## src/rtl/dkong_video_timing.sv

```systemverilog
// Parametrised H/V video timing generator with clock-enable divider and frame-latched offsets/flip.
// Optional horizontal flip shadow: define DKONG_VT_HFLIP_EN.
module dkong_video_timing #(
  parameter int CLK_DIV      = 2,
  parameter int HW           = 9,
  parameter int VW           = 9,
  parameter int H_TOTAL      = 384,
  parameter int H_ACTIVE     = 256,
  parameter int H_SYNC_START = 288,
  parameter int H_SYNC_WIDTH = 32,
  parameter int V_TOTAL      = 264,
  parameter int V_ACTIVE     = 224,
  parameter int V_SYNC_START = 240,
  parameter int V_SYNC_WIDTH = 8
) (
  input  logic          I_CLK,
  input  logic          RST_n,
  input  logic          V_FLIP,
  input  logic          H_FLIP,
  input  logic [HW-1:0] H_OFFSET,
  input  logic [VW-1:0] V_OFFSET,
  output logic          O_CLK,
  output logic          O_CLK_EN,
  output logic [HW-1:0] H_CNT,
  output logic [VW-1:0] V_CNT,
  output logic [VW-1:0] VF_CNT,
  output logic [HW-1:0] HF_CNT,
  output logic          H_BLANKn,
  output logic          V_BLANKn,
  output logic          C_BLANKn,
  output logic          H_SYNCn,
  output logic          V_SYNCn,
  output logic          LINE_STB,
  output logic          FRAME_STB
);

  localparam int CW = $clog2(CLK_DIV);
  localparam logic [CW-1:0] CEN_LAST = CW'(CLK_DIV - 1);
  localparam logic [CW-1:0] CEN_HALF = CW'(CLK_DIV / 2);

  localparam logic [HW-1:0] H_LAST = HW'(H_TOTAL - 1);
  localparam logic [HW:0]   H_TOT  = (HW+1)'(H_TOTAL);
  localparam logic [HW:0]   H_ACT  = (HW+1)'(H_ACTIVE);
  localparam logic [HW:0]   H_SS   = (HW+1)'(H_SYNC_START);
  localparam logic [HW:0]   H_SW   = (HW+1)'(H_SYNC_WIDTH);
  localparam logic [VW-1:0] V_LAST = VW'(V_TOTAL - 1);
  localparam logic [VW:0]   V_TOT  = (VW+1)'(V_TOTAL);
  localparam logic [VW:0]   V_ACT  = (VW+1)'(V_ACTIVE);
  localparam logic [VW:0]   V_SS   = (VW+1)'(V_SYNC_START);
  localparam logic [VW:0]   V_SW   = (VW+1)'(V_SYNC_WIDTH);

  logic [CW-1:0] cen_q, cen_d;
  logic [HW-1:0] h_q, h_d, hoff_q, hoff_d;
  logic [VW-1:0] v_q, v_d, voff_q, voff_d;
  logic          vflip_q, vflip_d;
  logic          line_stb_q, line_stb_d, frame_stb_q, frame_stb_d;
  logic          hblank_q, hblank_d, vblank_q, vblank_d, cblank_q, cblank_d;
  logic          hsync_q, hsync_d, vsync_q, vsync_d;
  logic          en, h_wrap, f_wrap;
  logic [HW:0]   hs, hdiff;
  logic [VW:0]   vs, vdiff;

`ifdef DKONG_VT_HFLIP_EN
  logic hflip_q, hflip_d;
`endif

  always_comb begin
    en     = (cen_q == CEN_LAST);
    cen_d  = en ? '0 : cen_q + 1'b1;
    h_wrap = en && (h_q == H_LAST);
    f_wrap = h_wrap && (v_q == V_LAST);

    h_d = h_q;
    if (en) h_d = (h_q == H_LAST) ? '0 : h_q + 1'b1;
    v_d = v_q;
    if (h_wrap) v_d = (v_q == V_LAST) ? '0 : v_q + 1'b1;

    hoff_d  = hoff_q;
    voff_d  = voff_q;
    vflip_d = vflip_q;
`ifdef DKONG_VT_HFLIP_EN
    hflip_d = hflip_q;
`endif
    if (f_wrap) begin
      hoff_d  = ({1'b0, H_OFFSET} >= H_TOT) ? H_LAST : H_OFFSET;
      voff_d  = ({1'b0, V_OFFSET} >= V_TOT) ? V_LAST : V_OFFSET;
      vflip_d = V_FLIP;
`ifdef DKONG_VT_HFLIP_EN
      hflip_d = H_FLIP;
`endif
    end

    // Decodes use next-state counters and shadows so registered outputs line up with H_CNT/V_CNT.
    hs = H_SS + {1'b0, hoff_d};
    if (hs >= H_TOT) hs = hs - H_TOT;
    vs = V_SS + {1'b0, voff_d};
    if (vs >= V_TOT) vs = vs - V_TOT;
    hdiff = ({1'b0, h_d} >= hs) ? {1'b0, h_d} - hs : {1'b0, h_d} + H_TOT - hs;
    vdiff = ({1'b0, v_d} >= vs) ? {1'b0, v_d} - vs : {1'b0, v_d} + V_TOT - vs;

    hblank_d    = ({1'b0, h_d} < H_ACT);
    vblank_d    = ({1'b0, v_d} < V_ACT);
    cblank_d    = hblank_d & vblank_d;
    hsync_d     = !(hdiff < H_SW);
    vsync_d     = !(vdiff < V_SW);
    line_stb_d  = h_wrap;
    frame_stb_d = f_wrap;
  end

  always_ff @(posedge I_CLK or negedge RST_n) begin
    if (!RST_n) begin
      cen_q       <= '0;
      h_q         <= '0;
      v_q         <= '0;
      hoff_q      <= '0;
      voff_q      <= '0;
      vflip_q     <= 1'b0;
      line_stb_q  <= 1'b0;
      frame_stb_q <= 1'b0;
      hblank_q    <= 1'b1;
      vblank_q    <= 1'b1;
      cblank_q    <= 1'b1;
      hsync_q     <= 1'b1;
      vsync_q     <= 1'b1;
    end else begin
      cen_q       <= cen_d;
      h_q         <= h_d;
      v_q         <= v_d;
      hoff_q      <= hoff_d;
      voff_q      <= voff_d;
      vflip_q     <= vflip_d;
      line_stb_q  <= line_stb_d;
      frame_stb_q <= frame_stb_d;
      hblank_q    <= hblank_d;
      vblank_q    <= vblank_d;
      cblank_q    <= cblank_d;
      hsync_q     <= hsync_d;
      vsync_q     <= vsync_d;
    end
  end

`ifdef DKONG_VT_HFLIP_EN
  always_ff @(posedge I_CLK or negedge RST_n) begin
    if (!RST_n) hflip_q <= 1'b0;
    else        hflip_q <= hflip_d;
  end
  assign HF_CNT = h_q ^ {HW{hflip_q}};
`else
  logic unused_hflip;
  assign unused_hflip = H_FLIP;
  assign HF_CNT       = h_q;
`endif

  assign O_CLK     = (cen_q >= CEN_HALF);
  assign O_CLK_EN  = en;
  assign H_CNT     = h_q;
  assign V_CNT     = v_q;
  assign VF_CNT    = v_q ^ {VW{vflip_q}};
  assign H_BLANKn  = hblank_q;
  assign V_BLANKn  = vblank_q;
  assign C_BLANKn  = cblank_q;
  assign H_SYNCn   = hsync_q;
  assign V_SYNCn   = vsync_q;
  assign LINE_STB  = line_stb_q;
  assign FRAME_STB = frame_stb_q;

endmodule

```

## config.mk

```make
export PLATFORM = sky130hd
export DESIGN_NAME = dkong_video_timing
export DESIGN_NICKNAME = d
export VERILOG_FILES = /design/src/rtl/dkong_video_timing.sv
export SDC_FILE = /design/constraint.sdc
export NUM_CORES = 1
export LEC_CHECK = 0
export ABC_AREA = 1
export BUFFER_PORTS_ARGS = -buffer_cell sky130_fd_sc_hd__buf_4
export CELL_PAD_IN_SITES_DETAIL_PLACEMENT = 1
export CELL_PAD_IN_SITES_GLOBAL_PLACEMENT = 1
export CORE_MARGIN = 10
export CORE_UTILIZATION = 30
export CTS_CLUSTER_DIAMETER = 120
export DETAILED_ROUTE_END_ITERATION = 7
export GPL_TIMING_DRIVEN = 0
export PLACE_DENSITY = 0.7
export RECOVER_POWER = 25
export SYNTH_ARGS = -nofsm -noshare
export SYNTH_HDL_FRONTEND = slang
export SYNTH_SLANG_ARGS = --single-unit
export TNS_END_PERCENT = 5
```

## constraint.sdc

```tcl
create_clock -name I_CLK -period 9.85 [get_ports I_CLK]
set_input_delay 1.4775 -clock I_CLK [delete_from_list [all_inputs] [get_ports I_CLK]]
set_output_delay 1.4775 -clock I_CLK [all_outputs]
set_load 0.02 [all_outputs]
```

==> summary.txt, run 1 <==
Run status
  – Outcome: finished with violations
  – Failing checks: capacitance limit, slew limit

Final layout
  – Area grow syn2layout: 19.8%
  – Area of the multi-input gates: 2670 um2
  – Most common cell after layout, fill and taps aside: nand2_1
  – Register Area: between 1000 and 1500 um2
  – N_diodes: 0
  – Fillcell total: 1,877
  – Layout cells sized above 1: 0.152
  – Nets@finish: a little under 800
  – Most frequent cells in the layout: 146 x nand2_1, 119 x inv_1, 74 x buf_4, 64 x nor2_1, 42 x ha_1

STA
  – Hold slack: 0.549 ns
  – Sum Neg Setup Slack: 0 ns
  – Final setup fails: 0
  – Max Fclk: 214 MHz
  – Tmin final: about 4.7 ns
  – Worst rel slew slack: -0.772
  – Worst slew pin tran: 2.66 ns
  – Clock skew: 0.00495 ns
  – Final hold violations: 0
  – Final Max Tran Viols: 46
  – Unrepaired setup endpoints after global routing: false
  – Period utilisation layout: 0.474

CTS
  – Hold_buf cts: 0
  – # clock sinks: 45
  – Post-CTS setup buffer count: 0
  – CTS resizes: 0
  – CTS tree: done
  – Root Driver: clkbuf_16
  – Clk Latency, worst-skew pair: 0.30 ns
  – Clock slew at reported path FFs: 0.07 ns
  – H-tree depth: 2
  – Longest Clk Path Bufs: 2
  – Total CTS buffers: 5

Critical path
  – Critical Path Start Type: flip-flop
  – WS Path Type: flip-flop to flip-flop
  – Crit path from: HF_CNT[1]$_DFF_PN0_
  – Most used cell, CP: nand2_1
  – Number of cells on the critical path: 31
  – Slowest cell on crit path: dfrtp_1
  – Crit-path max FO: 10
  – R2r setup slk: 5.18 ns
  – R2r startpoint: HF_CNT[1]$_DFF_PN0_
  – Top Family by Delay on Critical Path: simple AND/OR/NAND/NOR gates
  – Worst setup path end: H_SYNCn$_DFF_PN1_
  – Slowest stage delay, CP: 0.42 ns
  – Arrival time worst endpoint: slightly below 5 ns
  – R2r endpoint: H_SYNCn$_DFF_PN1_
  – Critical Path RT: 10.08 ns
  – Register-to-Register Path Depth: 31
  – Setup crit end kind: flip-flop
  – Crit path buffers/inverters: 6

Logic synthesis
  – Area share of the largest cell type after synthesis: 0.228
  – Yosys cell types: 39
  – Synth warn: 0
  – Synthesized-area fraction occupied by adder cells: 0.174
  – Syn nets: 700
  – Post-synthesis mux area share: 0
  – Post-Syn Area per Cell: 7.04 um2
  – Top_reg_cell synth: dfrtp_1
  – #FFs+latches synth: 45
  – Synth top area cells: dfrtp_1 23%, nand2_1 12%, ha_1 12%
  – Async set-reset flop share out of synthesis: 1.00
  – Sequential area share after synthesis: 0.258
  – Number of enable flip-flop cells after synthesis: 0
  – Post-synthesis compound-gate area fraction: 0.0814
  – Main combinational cell family by area after synthesis: simple AND/OR/NAND/NOR gates
  – Largest area contributor in the netlist: dfrtp_1
  – Synth Area in XOR/XNOR: 0.0618
  – Syn Inst Count: 624
  – Post-Synth Simple-Gate Area: 0.294
  – Netlist Area Pre-Place: 4400 um2

Power and ir drop
  – VDD IR-drop max: 0.0000466 V
  – Sw power: between 80 and 90 uW
  – Power per cell area: 77.4 nW/um2
  – Seq pwr share: 0.454
  – Leakage power: between 2 and 3 nW
  – Sw Share: 0.219
  – Int Pwr: 319 uW
  – Clk network pwr share: 0.503
  – Logic gate share of total power: 0.044

Detailed routing
  – Final WL: about 13,000 um
  – DRT antenna net count: 0
  – TritonRoute pass-1 iters: 5
  – 1st-iter DRT viols: 171
  – Vias per Instance: 4.72
  – Residual DRC: 0
  – Via count: 4,162
  – Wire length per cell: 15.2 um

GRT
  – Initial antenna violation count: 0
  – Largest net degree at the start of global routing: 46
  – First-pass GRT wire length: 22,700 um
  – Grt ovf: 0
  – Total track usage: 0.137
  – Number of global-route vias before repair: 4,523

Floorplan
  – Rows: 44
  – Top-Level Pins: 67
  – Die span in y: 141 um
  – Die area: 19,900 um2
  – Initial Utilization: 0.305
  – Die X: 141 um
  – Area of the core: 14,400 um2

Worst hold path
  – Hold_sp: voff_q[0]$_DFF_PN0_
  – Hold depth: 2
  – Hold Path Class: flip-flop to flip-flop

Place
  – GPL Wtd Cong: approximately 0.85
  – HPWL after DPL: 11,300 um
  – Port-buffer cells: 65

Run
  – Max-Cap Viols: 1
[metrics by stage]
stage	area [um2]	setup slack, ns	power, mW	cells	util
CTS	5290	5.17	0.414	881	0.367
finish	5270	5.18	0.408	881	0.365
global route	5270	4.63	0.425	881	0.365
floorplan	4400	5.65	0.194	624	-
detailed placement	5110	4.89	0.207	873	0.355
global placement	5110	4.98	0.206	873	0.355
[synth_stat cells, types with 3 or more instances]
cell,n
nand4_1,14
o21ai_1,4
fa_1,12
dfstp_2,5
o21ai_0,28
a21oi_1,15
inv_1,119
ha_1,42
xor2_1,22
dfrtp_1,40
nor3_1,10
nand2_1,144
xnor2_1,9
nor2_1,63
inv_2,3
nand2_2,3
nand3_1,39
clkbuf_1,3
o21bai_1,8
nor2_2,4
nand3b_1,5
buf_4,10
[layout make-up]
type | count | area share
Multi-Input combinational cell | 440 | 0.507
Sequential cell | 45 | 0.215
Timing Repair Buffer | 65 | 0.0919
Inverter | 123 | 0.0876
Tap cell | 184 | 0.0437
Clock buffer | 6 | 0.0264
Buffer | 16 | 0.0214
Clock inverter | 2 | 0.00713
[how the worst min path moves through the flow]
| stage | to | slack, ns |
|---|---|---|
| detailed placement | voff_q[0]$_DFF_PN0_ | 0.54 |
| CTS | voff_q[0]$_DFF_PN0_ | 0.56 |
| finish | voff_q[0]$_DFF_PN0_ | 0.55 |
| global route | voff_q[5]$_DFF_PN0_ | 0.58 |
| global placement | voff_q[0]$_DFF_PN0_ | 0.52 |
| floorplan | voff_q[0]$_DFF_PN0_ | 0.49 |
[kinds of logic (layout without fill, tap and decap cells)]
family                     Yosys count  count (layout)
AOI/OAI and AO/OA                   62              62
DFF                                 45              45
xor gates and xnor gates            31              31
adders and majority gates           54              54
and+or+nand+nor                    293             293
buffers and inverters              139             212
[power by group through the flow]
| stage | registers [mW] | logic (mW) | clock network, mW |
|---|---|---|---|
| after floorplan | 0.189 | 0.00536 | 0 |
| after global placement | 0.189 | 0.0179 | 0 |
| after detailed placement | 0.189 | 0.0187 | 0 |
| after CTS | 0.185 | 0.0187 | 0.211 |
| after global routing | 0.185 | 0.0204 | 0.219 |
| final | 0.185 | 0.0178 | 0.205 |
[state kept, by name, summed over array words and instances (netlist names), 9 cells and up]
signal	cells
voff_q	9
HF_CNT	9
hoff_q	9
V_CNT	9
[metal layers]
metal	global-route usage	part of all wire	vias to the layer above
li1	-	-	2073
met4	0.0255	0.0069	0
met1	0.180	0.48	2012
met5	0	0	-
met3	0.0275	0.053	8
met2	0.226	0.46	69
[worst reg2reg max path: cells and delay by family, from the launching register on]
kind,cells,cell delay [ns]
adders and majority gates,5,1.41
and+or+nand+nor,18,1.67
AOI/OAI and AO/OA,2,0.33
buffers and inverters,6,0.77
DFF,1,0.42
Note: power is estimated with default switching activity, not from simulation.
==> inputs of run 2 (changes only) <==
--- a/config.mk
+++ b/config.mk
@@ -14,7 +14,7 @@
 export CTS_CLUSTER_DIAMETER = 120
 export DETAILED_ROUTE_END_ITERATION = 7
 export GPL_TIMING_DRIVEN = 0
-export PLACE_DENSITY = 0.7
+export PLACE_DENSITY = 0.72
 export RECOVER_POWER = 25
 export SYNTH_ARGS = -nofsm -noshare
 export SYNTH_HDL_FRONTEND = slang
==> constraint.sdc (replaced) <==
create_clock -name I_CLK -period 4.03 [get_ports I_CLK]
set_input_delay 0.6045 -clock I_CLK [delete_from_list [all_inputs] [get_ports I_CLK]]
set_output_delay 0.6045 -clock I_CLK [all_outputs]
set_load 0.02 [all_outputs]
==> summary.txt, run 2 (synthesis gave the netlist of run 1 again) <==
Run status
  – Outcome: finished with violations
  – Failing checks: capacitance limit, slew limit

Place
  – GPL Wtd Cong: 0.869 (+1.7%)
  – Post-Place Cells: 873 (unchanged)
  – Place WS: -0.484 ns (-5.37 ns)
  – HPWL after DPL: 11,000 um (-2.3%)
  – Port-buffer cells: 65 (unchanged)
  – Post-placement cell area: 5110 um2 (unchanged)

Final layout
  – N_diodes: 0 (unchanged)
  – Most common cell after layout, fill and taps aside: nand2_1
  – Cell Count, Final, Fillers Out: 907 (+3.0%)
  – Nets@finish: 798 (+3.4%)
  – Layout cells sized above 1: 0.256 (+0.104)
  – Area grow syn2layout: 29.7%
  – Most frequent cells in the layout: 136 x nand2_1, 110 x inv_1, 99 x buf_4, 55 x nor2_1
  – Final instance area: 5700 um2 (+8.2%)

CTS
  – Clk Latency, worst-skew pair: 0.29 ns (about the same)
  – H-tree depth: 2 (unchanged)
  – Longest Clk Path Bufs: 2 (unchanged)
  – Root Driver: clkbuf_16
  – Total CTS buffers: 5 (unchanged)
  – # clock sinks: 45 (unchanged)
  – CTS tree: done
  – Clock slew at reported path FFs: 0.07 ns (about the same)

Critical path
  – Crit-path max FO: 10 (unchanged)
  – Critical Path RT: 4.25 ns (-5.83 ns)
  – Setup crit end kind: flip-flop
  – WS Path Type: flip-flop to flip-flop
  – Arrival time worst endpoint: 4.21 ns (-0.69 ns)
  – Slowest cell on crit path: fa_2
  – Most used cell, CP: nand2_1
  – Critical Path Start Type: flip-flop
  – Slowest stage delay, CP: 0.57 ns (+0.15 ns)

Detailed routing
  – Final WL: 14,100 um (+5.1%)
  – WL met3: 808 um (+14%)
  – Wire length per cell: 15.5 um (+2.1%)
  – 1st-iter DRT viols: 147 (-14%)
  – Wl on met1: 6450 um (+0.37%)
  – Residual DRC: 0 (unchanged)
  – Top Layer Used: met4
  – Vias per Instance: 4.73 (+0.12%)
  – DRT antenna net count: 0 (unchanged)
  – TritonRoute pass-1 iters: 4 (-1)
  – Metal2 WL: 6760 um (+9.5%)
  – Via count: 4,290 (+3.1%)

GRT
  – Largest net degree at the start of global routing: 46 (unchanged)
  – First-pass GRT wire length: 22,400 um (-1.4%)
  – Total track usage: 0.134 (-0.00275)
  – Initial antenna violation count: 0 (unchanged)
  – Grt ovf: 0 (unchanged)
  – Number of global-route vias before repair: 4,450 (-1.6%)

STA
  – Max Fclk: 251 MHz (+17%)
  – Clock skew: 0.00485 ns (-0.000100 ns)
  – Worst rel slew slack: -0.700 (+0.0715)
  – Final setup fails: 0 (unchanged)
  – Period utilisation layout: 0.990 (+0.516)
  – Hold slack: 0.536 ns (-0.0133 ns)
  – Final hold violations: 0 (unchanged)
  – Worst slew pin tran: 2.55 ns (-0.107 ns)
  – Final Max Tran Viols: 46 (unchanged)
  – Unrepaired setup endpoints after global routing: true
  – Final WS setup: 0.0393 ns (-5.14 ns)
  – Tmin final: 3.99 ns (-0.680 ns)

Run
  – Max-Cap Viols: 1 (unchanged)

Worst hold path
  – Hold Path Class: flip-flop to flip-flop

Power and ir drop
  – Power per cell area: 159 nW/um2 (+110%)
  – Leakage power: 3.06 nW (+5.4%)
  – VDD IR-drop max: 0.000164 V (+250%)
  – Total power: 906 uW (+120%)

Floorplan
  – Initial Utilization: 0.305 (unchanged)
  – Die X: 141 um (unchanged)
  – Top-Level Pins: 67 (unchanged)
  – Die span in y: 141 um (unchanged)
  – Rows: 44 (unchanged)
  – Die area: 19,900 um2 (unchanged)
  – Area of the core: 14,400 um2 (unchanged)
[run 2: layout make-up]
| class | count | area (um2) |
|---|---|---|
| multi-input cells | 440 | 2900 |
| clock inverters | 1 | 7.51 |
| well taps | 184 | 230 |
| fillers | 1823 | 8720 |
| plain buffers | 16 | 129 |
| clock buffers | 7 | 133 |
| inverters | 123 | 467 |
| flip-flops and latches | 45 | 1140 |
| repair buffers | 91 | 697 |
[run 2: worst max-delay path: cells and delay by family, from the launching register on]
| kind | cells | cell delay (ns) |
|---|---|---|
| AOI/OAI and AO/OA | 4 | 0.72 |
| adders and majority gates | 3 | 0.96 |
| buffers and inverters | 4 | 0.38 |
| DFF | 1 | 0.40 |
| and+or+nand+nor | 16 | 1.43 |
[run 2: layer usage]
metal | vias up | GRT usage
li1 | 2132 | -
met1 | 2080 | 0.177
met2 | 71 | 0.223
met3 | 7 | 0.0312
met4 | 0 | 0.0163
met5 | - | 0
[run 2: timing repair]
action                     in CTS  in global routing
cloned                          0                  1
resized for setup              35                 39
setup endpoints to repair       2                  2
buffers inserted               11                 14
hold buffers                    0                  0
pin swaps                      11                 20
[run 2: where the power goes]
part,switching [mW],total (mW),internal [mW]
registers,0.000197,0.453,0.452
logic,0.0262,0.0432,0.0170
clock network,0.179,0.410,0.231
total,0.206,0.906,0.700
[run 2: worst paths after layout]
check                           slack (ns)  depth (start not counted)                 from                  end
worst max register to register        0.04                         27  HF_CNT[1]$_DFF_PN0_    V_SYNCn$_DFF_PN1_
worst min-delay path                  0.54                          2  hoff_q[4]$_DFF_PN0_  hoff_q[4]$_DFF_PN0_
worst max-delay path                  0.04                         27  HF_CNT[1]$_DFF_PN0_    V_SYNCn$_DFF_PN1_
min in group asynchronous             1.09                          1                RST_n  HF_CNT[1]$_DFF_PN0_
max in group asynchronous             1.30                          1                RST_n   V_CNT[0]$_DFF_PN0_
worst min register to register        0.54                          2  hoff_q[4]$_DFF_PN0_  hoff_q[4]$_DFF_PN0_
[run 2: through the flow]
stage               utilization  TNS, ns
detailed placement        0.355   -0.704
floorplan                     -        0
global placement          0.355   -0.560
CTS                       0.377        0
finish                    0.395        0
global route              0.395   -0.396
